==> src/rtl/traffic_phase_sequencer_pkg.sv <==
// traffic_phase_sequencer_pkg
//   Shared light codes, phase state encodings, time limits and the timing
//   validity check used when the sequencer samples the committed times.
//   No ports (package).
package traffic_phase_sequencer_pkg;

  typedef enum logic [1:0] {
    LIGHT_OFF    = 2'd0,
    LIGHT_RED    = 2'd1,
    LIGHT_YELLOW = 2'd2,
    LIGHT_GREEN  = 2'd3
  } light_e;

  typedef enum logic [2:0] {
    ST_G1R2   = 3'd0,
    ST_Y1R2   = 3'd1,
    ST_R1G2   = 3'd2,
    ST_R1Y2   = 3'd3,
    ST_CONFIG = 3'd4
  } state_e;

  localparam int unsigned MAX_TIME = 99;
  localparam int unsigned MIN_TIME = 0;

  typedef struct packed {
    logic [6:0] green;
    logic [6:0] yellow;
    logic [6:0] red;
  } times_t;

  // Accept the committed times only when all are in range and red covers
  // exactly green+yellow; otherwise fall back to the supplied defaults.
  function automatic times_t select_times(input logic [6:0] g,
                                          input logic [6:0] y,
                                          input logic [6:0] r,
                                          input times_t     def);
    logic ok;
    ok = (g > 7'(MIN_TIME)) && (y > 7'(MIN_TIME)) && (r > 7'(MIN_TIME)) &&
         (g <= 7'(MAX_TIME)) && (y <= 7'(MAX_TIME)) && (r <= 7'(MAX_TIME)) &&
         (({1'b0, g} + {1'b0, y}) == {1'b0, r});
    if (ok) return '{green: g, yellow: y, red: r};
    return def;
  endfunction

endpackage

==> src/rtl/traffic_phase_sequencer_if.sv <==
// traffic_phase_sequencer_if
//   Bundles the button/config-block inputs and the lane driver outputs.
//   master: button front end / config block / lane drivers side
//   slave : traffic_phase_sequencer side
//   Signals: buttonMode, greenTime, yellowTime, redTime (to sequencer);
//            configEnable, lightLane1/2, timeLane1/2 (from sequencer).
interface traffic_phase_sequencer_if;
  import traffic_phase_sequencer_pkg::*;

  logic       buttonMode;
  logic [6:0] greenTime;
  logic [6:0] yellowTime;
  logic [6:0] redTime;
  logic       configEnable;
  light_e     lightLane1;
  light_e     lightLane2;
  logic [6:0] timeLane1;
  logic [6:0] timeLane2;

  modport master (
    output buttonMode, greenTime, yellowTime, redTime,
    input  configEnable, lightLane1, lightLane2, timeLane1, timeLane2
  );

  modport slave (
    input  buttonMode, greenTime, yellowTime, redTime,
    output configEnable, lightLane1, lightLane2, timeLane1, timeLane2
  );

endinterface

==> src/rtl/traffic_phase_sequencer_tick_divider.sv <==
// traffic_phase_sequencer_tick_divider
//   Free-running 0..TICK_DIV-1 counter producing a one-cycle tick in the
//   cycle where the count is TICK_DIV-1. clear_i restarts the count at 0.
//   Ports: clk, reset (async, active-high), clear_i, tick_o.
module traffic_phase_sequencer_tick_divider #(
  parameter int unsigned TICK_DIV = 50000000
) (
  input  logic clk,
  input  logic reset,
  input  logic clear_i,
  output logic tick_o
);
  localparam int CNT_W = $clog2(TICK_DIV);

  logic [CNT_W-1:0] cnt_q, cnt_d;

  assign tick_o = (cnt_q == CNT_W'(TICK_DIV - 1));

  always_comb begin
    cnt_d = cnt_q + 1'b1;
    if (clear_i || tick_o) cnt_d = '0;
  end

  always_ff @(posedge clk or posedge reset) begin
    if (reset) cnt_q <= '0;
    else       cnt_q <= cnt_d;
  end

endmodule

==> src/rtl/traffic_phase_sequencer.sv <==
// traffic_phase_sequencer
//   Four-phase two-lane light sequencer with per-lane 1 s countdowns and a
//   NORMAL/CONFIG mode toggle on the rising edge of buttonMode. Committed
//   times are sampled at the start of every full light cycle and on CONFIG
//   exit. All outputs are registered.
//   Ports: clk, reset (async, active-high), bus (traffic_phase_sequencer_if.slave).
//   Build option: CONFIG_BLINK_EN - blink both lights YELLOW/OFF in CONFIG.
module traffic_phase_sequencer
  import traffic_phase_sequencer_pkg::*;
#(
  parameter int unsigned TICK_DIV   = 50000000,
  parameter int unsigned DEF_GREEN  = 27,
  parameter int unsigned DEF_YELLOW = 3,
  parameter int unsigned DEF_RED    = 30
) (
  input logic                      clk,
  input logic                      reset,
  traffic_phase_sequencer_if.slave bus
);

  localparam times_t DEF_TIMES = '{green:  7'(DEF_GREEN),
                                   yellow: 7'(DEF_YELLOW),
                                   red:    7'(DEF_RED)};
`ifdef CONFIG_BLINK_EN
  localparam light_e CFG_LIGHT = LIGHT_YELLOW;
`else
  localparam light_e CFG_LIGHT = LIGHT_OFF;
`endif

  state_e     state_q, state_d;
  times_t     shadow_q, shadow_d;
  logic       btn_prev_q;
  logic       cfg_q, cfg_d;
  light_e     l1_q, l1_d, l2_q, l2_d;
  logic [6:0] t1_q, t1_d, t2_q, t2_d;
  logic       tick, mode_edge, div_clear;
  times_t     sampled;

  // Counters saturate at 1: normal mode never shows 0.
  function automatic logic [6:0] dec1(input logic [6:0] t);
    return (t > 7'd1) ? t - 7'd1 : t;
  endfunction

  assign mode_edge = bus.buttonMode & ~btn_prev_q;
  assign sampled   = select_times(bus.greenTime, bus.yellowTime, bus.redTime, DEF_TIMES);
  assign div_clear = (state_d != state_q);

  traffic_phase_sequencer_tick_divider #(.TICK_DIV(TICK_DIV)) u_tick (
    .clk     (clk),
    .reset   (reset),
    .clear_i (div_clear),
    .tick_o  (tick)
  );

  always_comb begin
    state_d  = state_q;
    shadow_d = shadow_q;
    cfg_d    = cfg_q;
    l1_d     = l1_q;
    l2_d     = l2_q;
    t1_d     = t1_q;
    t2_d     = t2_q;
    case (state_q)
      ST_CONFIG: begin
        if (mode_edge) begin
          state_d  = ST_G1R2;
          shadow_d = sampled;
          cfg_d    = 1'b0;
          l1_d     = LIGHT_GREEN;
          l2_d     = LIGHT_RED;
          t1_d     = sampled.green;
          t2_d     = sampled.red;
        end
`ifdef CONFIG_BLINK_EN
        else if (tick) begin
          l1_d = (l1_q == LIGHT_YELLOW) ? LIGHT_OFF : LIGHT_YELLOW;
          l2_d = (l2_q == LIGHT_YELLOW) ? LIGHT_OFF : LIGHT_YELLOW;
        end
`endif
      end
      default: begin
        // A mode edge pre-empts any tick in the same cycle.
        if (mode_edge) begin
          state_d = ST_CONFIG;
          cfg_d   = 1'b1;
          l1_d    = CFG_LIGHT;
          l2_d    = CFG_LIGHT;
          t1_d    = 7'd0;
          t2_d    = 7'd0;
        end else if (tick) begin
          t1_d = dec1(t1_q);
          t2_d = dec1(t2_q);
          case (state_q)
            ST_G1R2: if (t1_q == 7'd1) begin
              state_d = ST_Y1R2;
              l1_d    = LIGHT_YELLOW;
              t1_d    = shadow_q.yellow;
            end
            ST_Y1R2: if (t1_q == 7'd1) begin
              state_d = ST_R1G2;
              l1_d    = LIGHT_RED;
              l2_d    = LIGHT_GREEN;
              t1_d    = shadow_q.red;
              t2_d    = shadow_q.green;
            end
            ST_R1G2: if (t2_q == 7'd1) begin
              state_d = ST_R1Y2;
              l2_d    = LIGHT_YELLOW;
              t2_d    = shadow_q.yellow;
            end
            ST_R1Y2: if (t2_q == 7'd1) begin
              state_d  = ST_G1R2;
              shadow_d = sampled;
              l1_d     = LIGHT_GREEN;
              l2_d     = LIGHT_RED;
              t1_d     = sampled.green;
              t2_d     = sampled.red;
            end
            default: ;
          endcase
        end
      end
    endcase
  end

  always_ff @(posedge clk or posedge reset) begin
    if (reset) begin
      state_q    <= ST_G1R2;
      shadow_q   <= DEF_TIMES;
      btn_prev_q <= 1'b0;
      cfg_q      <= 1'b0;
      l1_q       <= LIGHT_GREEN;
      l2_q       <= LIGHT_RED;
      t1_q       <= 7'(DEF_GREEN);
      t2_q       <= 7'(DEF_RED);
    end else begin
      state_q    <= state_d;
      shadow_q   <= shadow_d;
      btn_prev_q <= bus.buttonMode;
      cfg_q      <= cfg_d;
      l1_q       <= l1_d;
      l2_q       <= l2_d;
      t1_q       <= t1_d;
      t2_q       <= t2_d;
    end
  end

  assign bus.configEnable = cfg_q;
  assign bus.lightLane1   = l1_q;
  assign bus.lightLane2   = l2_q;
  assign bus.timeLane1    = t1_q;
  assign bus.timeLane2    = t2_q;

endmodule
==> src/flat_wrapper.sv <==
// flat-port wrapper written by rule: the top's interface ports become plain ports
module traffic_phase_sequencer_flat import traffic_phase_sequencer_pkg::*;
#(
  parameter int unsigned TICK_DIV   = 50000000,
  parameter int unsigned DEF_GREEN  = 27,
  parameter int unsigned DEF_YELLOW = 3,
  parameter int unsigned DEF_RED    = 30
)
  (clk, reset, bus_buttonMode, bus_greenTime, bus_yellowTime, bus_redTime, bus_configEnable, bus_lightLane1, bus_lightLane2, bus_timeLane1, bus_timeLane2);
  traffic_phase_sequencer_if bus_i ();
  input logic clk;
  input logic reset;
  input wire logic [$bits(bus_i.buttonMode)-1:0] bus_buttonMode;
  input wire logic [$bits(bus_i.greenTime)-1:0] bus_greenTime;
  input wire logic [$bits(bus_i.yellowTime)-1:0] bus_yellowTime;
  input wire logic [$bits(bus_i.redTime)-1:0] bus_redTime;
  output wire logic [$bits(bus_i.configEnable)-1:0] bus_configEnable;
  output wire logic [$bits(bus_i.lightLane1)-1:0] bus_lightLane1;
  output wire logic [$bits(bus_i.lightLane2)-1:0] bus_lightLane2;
  output wire logic [$bits(bus_i.timeLane1)-1:0] bus_timeLane1;
  output wire logic [$bits(bus_i.timeLane2)-1:0] bus_timeLane2;
  assign bus_i.buttonMode = bus_buttonMode;
  assign bus_i.greenTime = bus_greenTime;
  assign bus_i.yellowTime = bus_yellowTime;
  assign bus_i.redTime = bus_redTime;
  assign bus_configEnable = bus_i.configEnable;
  assign bus_lightLane1 = bus_i.lightLane1;
  assign bus_lightLane2 = bus_i.lightLane2;
  assign bus_timeLane1 = bus_i.timeLane1;
  assign bus_timeLane2 = bus_i.timeLane2;
  traffic_phase_sequencer #(.TICK_DIV(TICK_DIV), .DEF_GREEN(DEF_GREEN), .DEF_YELLOW(DEF_YELLOW), .DEF_RED(DEF_RED)) u_core (.clk(clk), .reset(reset), .bus(bus_i));
endmodule
==> config.mk <==
export PLATFORM = sky130hd
export DESIGN_NAME = traffic_phase_sequencer_flat
export DESIGN_NICKNAME = d
export VERILOG_FILES = /design/src/rtl/traffic_phase_sequencer_pkg.sv /design/src/rtl/traffic_phase_sequencer_if.sv /design/src/rtl/traffic_phase_sequencer_tick_divider.sv /design/src/rtl/traffic_phase_sequencer.sv /design/src/flat_wrapper.sv
export SDC_FILE = /design/constraint.sdc
export NUM_CORES = 1
export LEC_CHECK = 0
export BUFFER_PORTS_ARGS = -buffer_cell sky130_fd_sc_hd__buf_4
export CELL_PAD_IN_SITES_DETAIL_PLACEMENT = 2
export CELL_PAD_IN_SITES_GLOBAL_PLACEMENT = 2
export CORE_UTILIZATION = 36
export DETAILED_ROUTE_END_ITERATION = 10
export PLACE_DENSITY = 0.83
export SYNTH_ARGS = -nofsm -noshare
export SYNTH_HDL_FRONTEND = slang
export SYNTH_SLANG_ARGS = --single-unit
==> constraint.sdc <==
create_clock -name clk -period 2.9 [get_ports clk]
set_clock_uncertainty 0.1 [all_clocks]
set_input_delay 0 -clock clk [delete_from_list [all_inputs] [get_ports clk]]
set_output_delay 0 -clock clk [all_outputs]
set_load 0.01 [all_outputs]
==> results.json, run 1 <==
{
  "synthToLayoutAreaGrowth_pct": 26.8,
  "die_w_um": 115,
  "drive_gt1_share_pct": 20.7,
  "clk_pin_slew_worst_paths_ns": 0.06,
  "grt_use_met3_pct": 5.06,
  "wl_per_cell_um": 25.3,
  "die_area_mm2": 0.0132,
  "min_to": "u_core.bus.timeLane1[0]$_DFFE_PP1P_",
  "worst_slew_pin_slew_ns": 0.834,
  "pin_count": 43,
  "max_slew_margin_pct": 44.3,
  "num_antenna_cells": 0,
  "drc": 0,
  "fill_cells": 1357,
  "setup_tns_ns": 0,
  "globalplace.congestion": 0.944,
  "seq_area_mm2": 0.00178,
  "maxCapViolCount": 0,
  "critPathSlowestCell": "dlygate4sd3_1",
  "critical_path.reg2reg.endpoint": "u_core.bus.timeLane1[3]$_DFFE_PP1P_",
  "initial_utilization_pct": 37.6,
  "grt_pass1_vias": 5235,
  "post-route-min-period_ns": 2.89,
  "crit_chain": "dlygate4sd3_1 -> buf_4 -> ha_1 -> a211oi_1 -> nand4_1 -> nor4_4 -> nand3_2 -> buf_4 -> o21ai_0",
  "cts_tree": "done",
  "crit_required_ns": 2.98,
  "crit_path_frequent_cell": "buf_4",
  "status": "finished, final reports clean",
  "core_area_mm2": 0.0122,
  "synth_seq_cells": 70,
  "root_buffer": "clkbuf_16",
  "r2r-start": "u_core.bus.timeLane1[0]$_DFFE_PP1P_",
  "min_period_over_period_pct": 99.6,
  "first_iter_violations": 299,
  "synth-edff-count": 0,
  "grt_overflow": 0,
  "port_buffers": 42,
  "fp.dieH_um": 115,
  "yosys_warnings": 0,
  "worstHoldPathType": "in2reg",
  "ys.flop_type": "dfrtp_1",
  "hold_depth": 3,
  "powerDensity_mw_per_mm2": 540,
  "synth.avg_cell_area_um2": 8.34,
  "fmax_mhz": 346,
  "slew_viol_final": 0,
  "cts_buffers": 9,
  "cp_data_arrival_time_ns": 2.97,
  "vias": 4837,
  "finalPower_mw": 3.14,
  "hpwl_um": 13100,
  "fin_hold_ws_ns": 0.0732,
  "vias_per_cell": 6.00,
  "critPathKind": "in2reg",
  "synth_seq_area_share_pct": 38.8,
  "multi_input_area_mm2": 0.00272,
  "synth_nets": 587,
  "cts_num_sinks": 70,
  "end_kind": "register",
  "grt_pass1_wl_um": 31200,
  "final-instance-count-excl-fill": 806,
  "use_met1_pct": 41.1,
  "cts_max_level": 3,
  "async_flop_share_pct": 100,
  "syn-instance-count": 550,
  "leakagePower_nw": 2.35,
  "max_stage_delay_ns": 0.55,
  "crit_fanout": 25,
  "finalHoldViolations": 0,
  "crit_path_start_kind": "input port",
  "clk_latency_ns": 0.34,
  "drt-total-wl_um": 20400,
  "grt_use_total_pct": 32.0,
  "place_inst": 760,
  "synthDistinctLibCells": 64,
  "rows": 40,
  "rrSetupSlack_ns": 0.16,
  "grtUsageMet2_pct": 54.1,
  "fin_nets": 670,
  "grt_max_degree": 37,
  "hp-start": "bus_greenTime[0]",
  "antenna_found_initial": 0,
  "ir_drop_uv": 356,
  "r2r_cells": 8,
  "drt_first_pass_iters": 5,
  "gr-max-usage-layer": "met2",
  "synth_area_mm2": 0.00459,
  "critPathTopFamily": "buffers and inverters",
  "final-setup-viol-count": 0,
  "crit_buf_inv": 3,
  "clockBufferDepth": 2,
  "ant_nets": 0
}
==> routing by layer <==
metal  wire [um]  vias up
met2       10000      173
met1        8820     2476
li1            -     2140
met5           0        -
met3         980       48
met4         558        0
==> metrics by stage <==
step                      instance area, um^2  utilization (%)  setup slack (ns)
after global routing                     5820             47.6           -0.0774
after floorplan                          4590                -             0.548
after detailed placement                 5190             42.5             0.130
final                                    5820             47.6            0.0104
after CTS                                5720             46.9            0.0540
after global placement                   5190             42.5             0.278
==> worst register-to-register path: cells and delay by family, from the launching register on <==
family          cells  cell delay, ns
fa+ha+maj           1            0.22
simple gates        3            0.63
compound gates      4            1.10
flops               1            0.63
==> state kept, by name, indices dropped and copies added (netlist names) <==
name / flops
u_core.u_tick.cnt_q: 26
u_core.bus.timeLane1: 7
u_core.btn_prev_q: 1
u_core.shadow_q: 21
u_core.bus.timeLane2: 7
u_core.bus.configEnable: 1
u_core.bus.lightLane2: 2
u_core.state_q: 3
u_core.bus.lightLane1: 2
==> layout by cell type (no fill, tap or decap), drive strengths merged, types with 12 or more instances in the layout <==
cell type	synthesis	routed
a21oi	35	35
buf	8	69
dfrtp	49	49
dfstp	21	21
dlygate4sd3	0	23
ha	12	12
inv	14	14
nand2	56	56
nand4	13	13
nor2	92	92
nor3	33	33
nor4	14	14
o21ai	38	38
xnor2	18	18
xor2	17	17
==> report_power, final <==
part / internal (mW) / leakage, nW / total [mW] / switching (mW)
clock network: 0.687 / 0.148 / 1.14 / 0.456
logic: 0.328 / 1.31 / 0.809 / 0.480
registers: 1.08 / 0.890 / 1.19 / 0.113
==> layout make-up <==
cell class | count | share of cell area [%]
Multi-Input combinational cell | 446 | 46.7
Sequential cell | 70 | 30.6
Timing Repair Buffer | 92 | 13.1
Inverter | 14 | 0.903
Tap cell | 168 | 3.61
Clock inverter | 6 | 1.05
Clock buffer | 10 | 4.11
==> kinds of logic (layout without fill, tap and decap cells) <==
kind of cell / Yosys count / in the layout / share of synthesized area [%]
AO/OA/AOI/OAI: 126 / 126 / 17.3
XOR/XNOR: 35 / 35 / 6.68
adder cells (fa/ha/maj): 13 / 13 / 3.71
buffers and inverters: 34 / 122 / 3.16
flip-flops: 70 / 70 / 38.8
multiplexers: 8 / 8 / 1.77
AND/OR/NAND/NOR: 264 / 264 / 28.6
==> worst max path at each step <==
stage,from,to,depth (start not counted)
2_1_floorplan,u_core.bus.timeLane2[1]$_DFFE_PP1P_,u_core.shadow_q[5]$_DFFE_PP0P_,8
3_3_place_gp,u_core.bus.timeLane1[0]$_DFFE_PP1P_,u_core.bus.timeLane1[2]$_DFFE_PP0P_,8
3_5_place_dp,bus_greenTime[0],u_core.bus.timeLane2[2]$_DFFE_PP1P_,12
4_1_cts,bus_yellowTime[1],u_core.bus.timeLane2[2]$_DFFE_PP1P_,12
5_1_grt,bus_yellowTime[6],u_core.bus.timeLane2[2]$_DFFE_PP1P_,10
6_report,bus_yellowTime[6],u_core.shadow_q[9]$_DFFE_PP0P_,9
==> synthesized netlist by cell type (8+ instances only) <==
library cell  instances  share of area, %
a21oi_1              35               3.8
a31oi_1              10               1.4
clkbuf_1             12              0.98
dfrtp_1              49                27
dfstp_2              21                12
ha_1                 12               3.3
inv_1                14               1.1
nand2_1              55               4.5
nand3_1              11               1.2
nand4_1              12               1.6
nor2_1               92               7.5
nor2b_1              10               1.4
nor3_1               32               3.5
nor4_1                9               1.2
o21ai_0              37               4.0
or3_1                 8               1.1
xnor2_1              18               3.4
xor2_1               17               3.2
==> timing repair <==
action	4_1_cts	5_1_grt
endpoints found under the setup margin	1	29
cloned	0	0
pin swaps	0	3
hold buffers	23	0
hold endpoints to repair	60	0
gates resized for setup	1	9
setup buffers	0	7
(Power assumes the default switching activity.)
==> run 2: changes to the inputs <==
- CORE_UTILIZATION: 36 -> 37
- SYNTH_HIERARCHICAL: default -> 1
==> run 2 against run 1 <==
Compared with the run above: the flow now finishes with violations (negative setup slack); combinational power is 52% higher; power is 29% higher; critical path type is now reg2reg; core utilization is 3.1 points higher; via count is 13% higher; sequential share of layout area is 3.0 points lower; hold slack better by 0.025 ns.
==> results.json, run 2 <==
{
  "wl_per_cell_um": 28.6,
  "die_w_um": 117,
  "antenna_found_initial": 1,
  "pin_count": 43,
  "vias_per_cell": 6.52,
  "num_antenna_cells": 0,
  "finalHoldViolations": 0,
  "cts_buffers": 9,
  "ant_nets": 0,
  "end_kind": "register",
  "clockBufferDepth": 2,
  "yosys-top-cells-count": "nand2_1, nor2_1, dfrtp_1",
  "crit_fanout": 7,
  "grt_overflow": 0,
  "maxCapViolCount": 0,
  "synth_seq_cells": 70,
  "mostFrequentLayoutCell": "buf_4",
  "ir_drop_uv": 315,
  "root_buffer": "clkbuf_16",
  "worstHoldPathType": "in2reg",
  "max_slew_margin_pct": 21.2,
  "fmax_mhz": 303,
  "slew_viol_final": 0,
  "clk_pin_slew_worst_paths_ns": 0.06,
  "synth_seq_area_share_pct": 36.6,
  "cts_tree": "done",
  "swShare_pct": 36.3,
  "status": "complete, but fails checks",
  "hpwl_um": 13700,
  "grt_pass1_wl_um": 34600,
  "synth.area.top_cells": "dfrtp_1, dfstp_2, nand2_1",
  "setup_ws_ns": -0.402,
  "largest_register": "u_core/u_tick/cnt_q",
  "ys.flop_type": "dfrtp_1",
  "pre_cts_slack_ns": -0.263,
  "critPathKind": "reg2reg",
  "globalplace.congestion": 0.896,
  "synth_area_mm2": 0.00485,
  "seq_power_share_pct": 35.8,
  "yosysTopAreaCellShare_pct": 25.3,
  "rows": 41,
  "synth_nets": 604,
  "fill_cells": 1386,
  "cp_data_arrival_time_ns": 3.48,
  "min_period_over_period_pct": 114,
  "grt_pass1_vias": 5821,
  "cts_max_level": 3,
  "crit_path_start_kind": "register",
  "violations": "negative setup slack",
  "drt_first_pass_iters": 5,
  "synth-edff-count": 0,
  "mostFrequentLayoutCells": "buf_4, nand2_1, dfrtp_1",
  "grt_setup_unrepaired": "true",
  "fin_nets": 704,
  "clk_latency_ns": 0.36,
  "grt_max_degree": 29,
  "core_area_mm2": 0.0127,
  "synthToLayoutAreaGrowth_pct": 32.9,
  "vias": 5487,
  "top_regs": "u_core/u_tick/cnt_q: 26 flops, u_core/shadow_q: 21 flops",
  "largest_reg_flops": 26,
  "syn-instance-count": 565,
  "async_flop_share_pct": 100,
  "grt_use_total_pct": 34.7,
  "final-setup-viol-count": 28,
  "synth_most_common_cell": "nand2_1",
  "cts_num_sinks": 70,
  "drive_gt1_share_pct": 27.6,
  "powerDensity_mw_per_mm2": 626,
  "power.switching_mw": 1.46,
  "port_buffers": 42,
  "drc": 0,
  "initial_utilization_pct": 38.2,
  "finalPower_mw": 4.04,
  "drt-total-wl_um": 24000,
  "die_area_mm2": 0.0136,
  "pwr-share-clk_pct": 33.6,
  "synth.avg_cell_area_um2": 8.59,
  "worst_slew_pin_slew_ns": 1.17,
  "synth_largest_area_cell": "dfrtp_1",
  "crit_required_ns": 3.07,
  "leakagePower_nw": 2.63,
  "internal-power_mw": 2.57,
  "synthDistinctLibCells": 77,
  "comb_power_share_pct": 30.6,
  "post-route-min-period_ns": 3.30,
  "yosys_warnings": 6,
  "first_iter_violations": 436,
  "fp.dieH_um": 117
}
## run 2: cell count changes after synthesis, moves of 5 or more
cell / change
a32oi_1: +5
nand2_1: +7
nand3_1: +28
nor2_1: -37
nor3_1: -16
nor4_1: -5
o21ai_0: -5
o21ai_1: +13
o22ai_1: +6
o31ai_1: +5
or4_1: +6
xnor2_1: -7
xor2_1: -5
## run 2: timing repair
| action | in CTS | in global routing |
|---|---|---|
| hold buffers | 22 | 0 |
| setup endpoints to repair | 26 | 60 |
| buffers inserted | 4 | 4 |
| cloned | 2 | 1 |
| pin swaps | 4 | 11 |
| endpoints found under the hold margin | 69 | 0 |
| resized for setup | 17 | 32 |
## run 2: area by class of cell
cell class	instances	area (um^2)	share of cell area, %
Clock buffer	11	243	3.76
Clock inverter	5	106	1.65
Inverter	18	67.6	1.05
Multi-Input combinational cell	455	3140	48.6
Sequential cell	70	1780	27.6
Tap cell	172	215	3.34
Timing Repair Buffer	111	905	14.0
## run 2: worst max-delay path, stage by stage (launching register included)
cell and delay (ns):
dfrtp_1 0.41, or4b_4 0.55, nor3_4 0.19, nand3_2 0.13, nor4_4 0.21, nand2b_1 0.19, a21oi_2 0.25, xnor2_1 0.16
nor2_1 0.09, xnor2_1 0.22, nand2_2 0.17, a41o_4 0.37, a21oi_4 0.15
## run 2: worst paths after layout
path | start | endpoint | slack [ns] | cells past startpoint
max in group asynchronous | reset | u_core/bus.timeLane1[0]$_DFFE_PP1P_ | 1.55 | 4
min | bus_redTime[5] | u_core/shadow_q[5]$_DFFE_PP0P_ | 0.1 | 3
max | u_core/u_tick/cnt_q[11]$_DFF_PP0_ | u_core/u_tick/cnt_q[17]$_DFF_PP0_ | -0.40 | 12
min reg2reg | u_core/shadow_q[0]$_DFFE_PP0P_ | u_core/shadow_q[0]$_DFFE_PP0P_ | 0.38 | 2
min in group asynchronous | reset | u_core/shadow_q[10]$_DFFE_PP0P_ | 0.30 | 3
max reg2reg | u_core/u_tick/cnt_q[11]$_DFF_PP0_ | u_core/u_tick/cnt_q[17]$_DFF_PP0_ | -0.40 | 12
## run 2: power by group through the flow
stage	Combinational, mW	Sequential [mW]	Clock [mW]
floorplan	0.627	1.39	0
CTS	1.11	1.42	1.36
finish	1.23	1.45	1.36
detailed placement	1.06	1.44	0
global route	1.32	1.47	1.41
global placement	0.998	1.41	0
## run 2: per-layer routing
metal	global-route usage, %	part of all wire (%)	vias up
li1	-	-	2302
met1	41.0	39	2791
met2	60.9	50	282
met3	7.06	5.8	112
met4	15.2	5.6	0
met5	0	0	-
## run 2: kinds of logic after synthesis
| family | count (synthesis) | synth area share [%] |
|---|---|---|
| AOI/OAI and AO/OA | 158 | 22.2 |
| buffers and inverters | 43 | 4.43 |
| and+or+nand+nor | 246 | 26.3 |
| DFF | 70 | 36.6 |
| muxes | 9 | 1.86 |
| xor gates and xnor gates | 24 | 4.61 |
| adders and majority gates | 15 | 4.02 |
## run 2: metrics by stage
step	hold slack (ns)	instance area [um^2]	util [%]	TNS (ns)	std cells
after global routing	0.0878	6450	50.7	-10.77	842
after floorplan	-0.0686	4870	-	0	565
final	0.0985	6450	50.7	-9.48	842
after detailed placement	0.0212	5560	43.7	-6.69	793
after CTS	0.106	6270	49.3	-3.25	837
after global placement	0.0189	5560	43.7	-1.84	793
==> run 3: changes to the inputs <==
- RECOVER_POWER: default -> 25
==> run 3 against run 2 <==
Compared with the run above: the flow still finishes with violations (negative setup slack); sequential power about the same; flip-flop and latch count is the same; clock power about the same; setup slack lost 0.025 ns; clock-buffer cell count unchanged; non-clock buffer count did not move; critical endpoint unchanged; final cell count unchanged; sequential share of layout area grew 0.064 points; first-iteration DRC count shrank 1.8%; combinational power hardly changed; global-route usage unchanged; hold slack worse by 0.0039 ns.
==> results.json, run 3 (synthesized netlist as in run 2, its figures left out) <==
{
  "port_buffers": 42,
  "largest_register": "u_core/u_tick/cnt_q",
  "cp_data_arrival_time_ns": 3.50,
  "slew_viol_final": 0,
  "clockBufferDepth": 2,
  "grt_pass1_vias": 5821,
  "status": "complete, but fails checks",
  "grt_setup_unrepaired": "true",
  "grt_pass1_wl_um": 34600,
  "maxCapViolCount": 0,
  "synthToLayoutAreaGrowth_pct": 32.6,
  "root_buffer": "clkbuf_16",
  "violations": "negative setup slack",
  "multi_input_area_mm2": 0.00314,
  "fin_area_mm2": 0.00643,
  "leakagePower_nw": 2.62,
  "drive_gt1_share_pct": 26.7,
  "mostFrequentLayoutCell": "buf_4",
  "mostFrequentLayoutCells": "buf_4, nand2_1, dfrtp_1",
  "rows": 41,
  "antenna_found_initial": 1,
  "grt_use_total_pct": 34.7,
  "fill_cells": 1391,
  "worst_slew_pin_slew_ns": 1.17,
  "critPathKind": "reg2reg",
  "end_kind": "register",
  "die_w_um": 117,
  "top_regs": "u_core/u_tick/cnt_q: 26 flops, u_core/shadow_q: 21 flops",
  "placed_area_mm2": 0.00556,
  "finalCoreUtilization_pct": 50.6,
  "drt_first_pass_iters": 5,
  "first_iter_violations": 428,
  "ir_drop_uv": 315,
  "ant_nets": 0,
  "setup_ws_ns": -0.427,
  "initial_utilization_pct": 38.2,
  "vias_per_cell": 6.53,
  "clk_pin_slew_worst_paths_ns": 0.06,
  "crit_required_ns": 3.08,
  "cts_max_level": 3,
  "fin_hold_ws_ns": 0.0945,
  "cts_num_sinks": 70,
  "finalPower_mw": 4.03,
  "drc": 0,
  "seq_area_mm2": 0.00178,
  "fin_nets": 704,
  "worstHoldPathType": "in2reg",
  "largest_reg_flops": 26,
  "min_period_over_period_pct": 115,
  "fp.dieH_um": 117,
  "drt-total-wl_um": 24100,
  "cts_buffers": 9,
  "globalplace.congestion": 0.896,
  "fmax_mhz": 301,
  "powerDensity_mw_per_mm2": 626,
  "final-setup-viol-count": 28,
  "grt_max_degree": 29,
  "pin_count": 43,
  "wl_per_cell_um": 28.7,
  "cts_tree": "done",
  "num_antenna_cells": 0,
  "crit_fanout": 7,
  "clk_latency_ns": 0.35,
  "die_area_mm2": 0.0136,
  "max_slew_margin_pct": 21.5,
  "grt_overflow": 0,
  "post-route-min-period_ns": 3.33,
  "hpwl_um": 13700,
  "finalHoldViolations": 0,
  "core_area_mm2": 0.0127,
  "crit_path_start_kind": "register",
  "pre_cts_slack_ns": -0.263,
  "vias": 5500
}
==> run 3: cell types whose count changed in the layout (fill, tap and decap cells not counted), sizes merged <==
cell / previous run / this run
buf: 89 / 84
clkbuf: 11 / 16
==> run 3: report_power, final <==
| part | internal, mW | switching [mW] |
|---|---|---|
| combinational | 0.500 | 0.728 |
| clock | 0.867 | 0.491 |
| sequential | 1.20 | 0.247 |
==> run 3: worst paths after layout <==
check                                                   from                             endpoint  slack [ns]  cells after the start
max                        u_core/u_tick/cnt_q[11]$_DFF_PP0_    u_core/u_tick/cnt_q[17]$_DFF_PP0_       -0.43                     12
min reg2reg                   u_core/shadow_q[0]$_DFFE_PP0P_       u_core/shadow_q[0]$_DFFE_PP0P_        0.37                      2
min in group asynchronous                              reset      u_core/shadow_q[10]$_DFFE_PP0P_        0.30                      3
max reg2reg                u_core/u_tick/cnt_q[11]$_DFF_PP0_    u_core/u_tick/cnt_q[17]$_DFF_PP0_       -0.43                     12
max in group asynchronous                              reset  u_core/bus.timeLane1[0]$_DFFE_PP1P_        1.55                      4
min                                           bus_redTime[5]       u_core/shadow_q[5]$_DFFE_PP0P_        0.09                      3
==> run 3: metal layers <==
layer	up-vias	GRT usage, %	wire (um)
met5	-	0	0
met4	0	15.2	1340
met3	111	7.06	1470
met2	287	60.9	12100
met1	2800	41.0	9250
li1	2302	-	-
==> run 3: what timing repair did <==
action / CTS / global route
pin swaps: 4 / 11
gates cloned: 2 / 1
gates resized for setup: 17 / 32
hold endpoints to repair: 69 / 0
hold buffers: 22 / 0
setup buffers: 4 / 4
endpoints found under the setup margin: 26 / 60
==> run 3: metrics by stage <==
step	cells	setup TNS, ns
final	842	-10.06
after global routing	842	-10.77
after CTS	837	-3.25
after detailed placement	793	-6.69
after global placement	793	-1.84
after floorplan	565	0
==> run 3: area by class of cell <==
type / count / share of cell area, %
Clock buffer: 11 / 3.77
Clock inverter: 5 / 1.65
Timing Repair Buffer: 111 / 13.8
Sequential cell: 70 / 27.6
Multi-Input combinational cell: 455 / 48.7
Inverter: 18 / 1.05
Tap cell: 172 / 3.34
==> run 3: critical path, stage by stage (launching register included) <==
cell and delay, ns:
dfrtp_1 0.42, or4b_4 0.55, nor3_4 0.19, nand3_2 0.13, nor4_4 0.22, nand2b_1 0.20, a21oi_2 0.25, xnor2_1 0.16
nor2_1 0.09, xnor2_1 0.22, nand2_2 0.18, a41o_4 0.37, a21oi_4 0.16
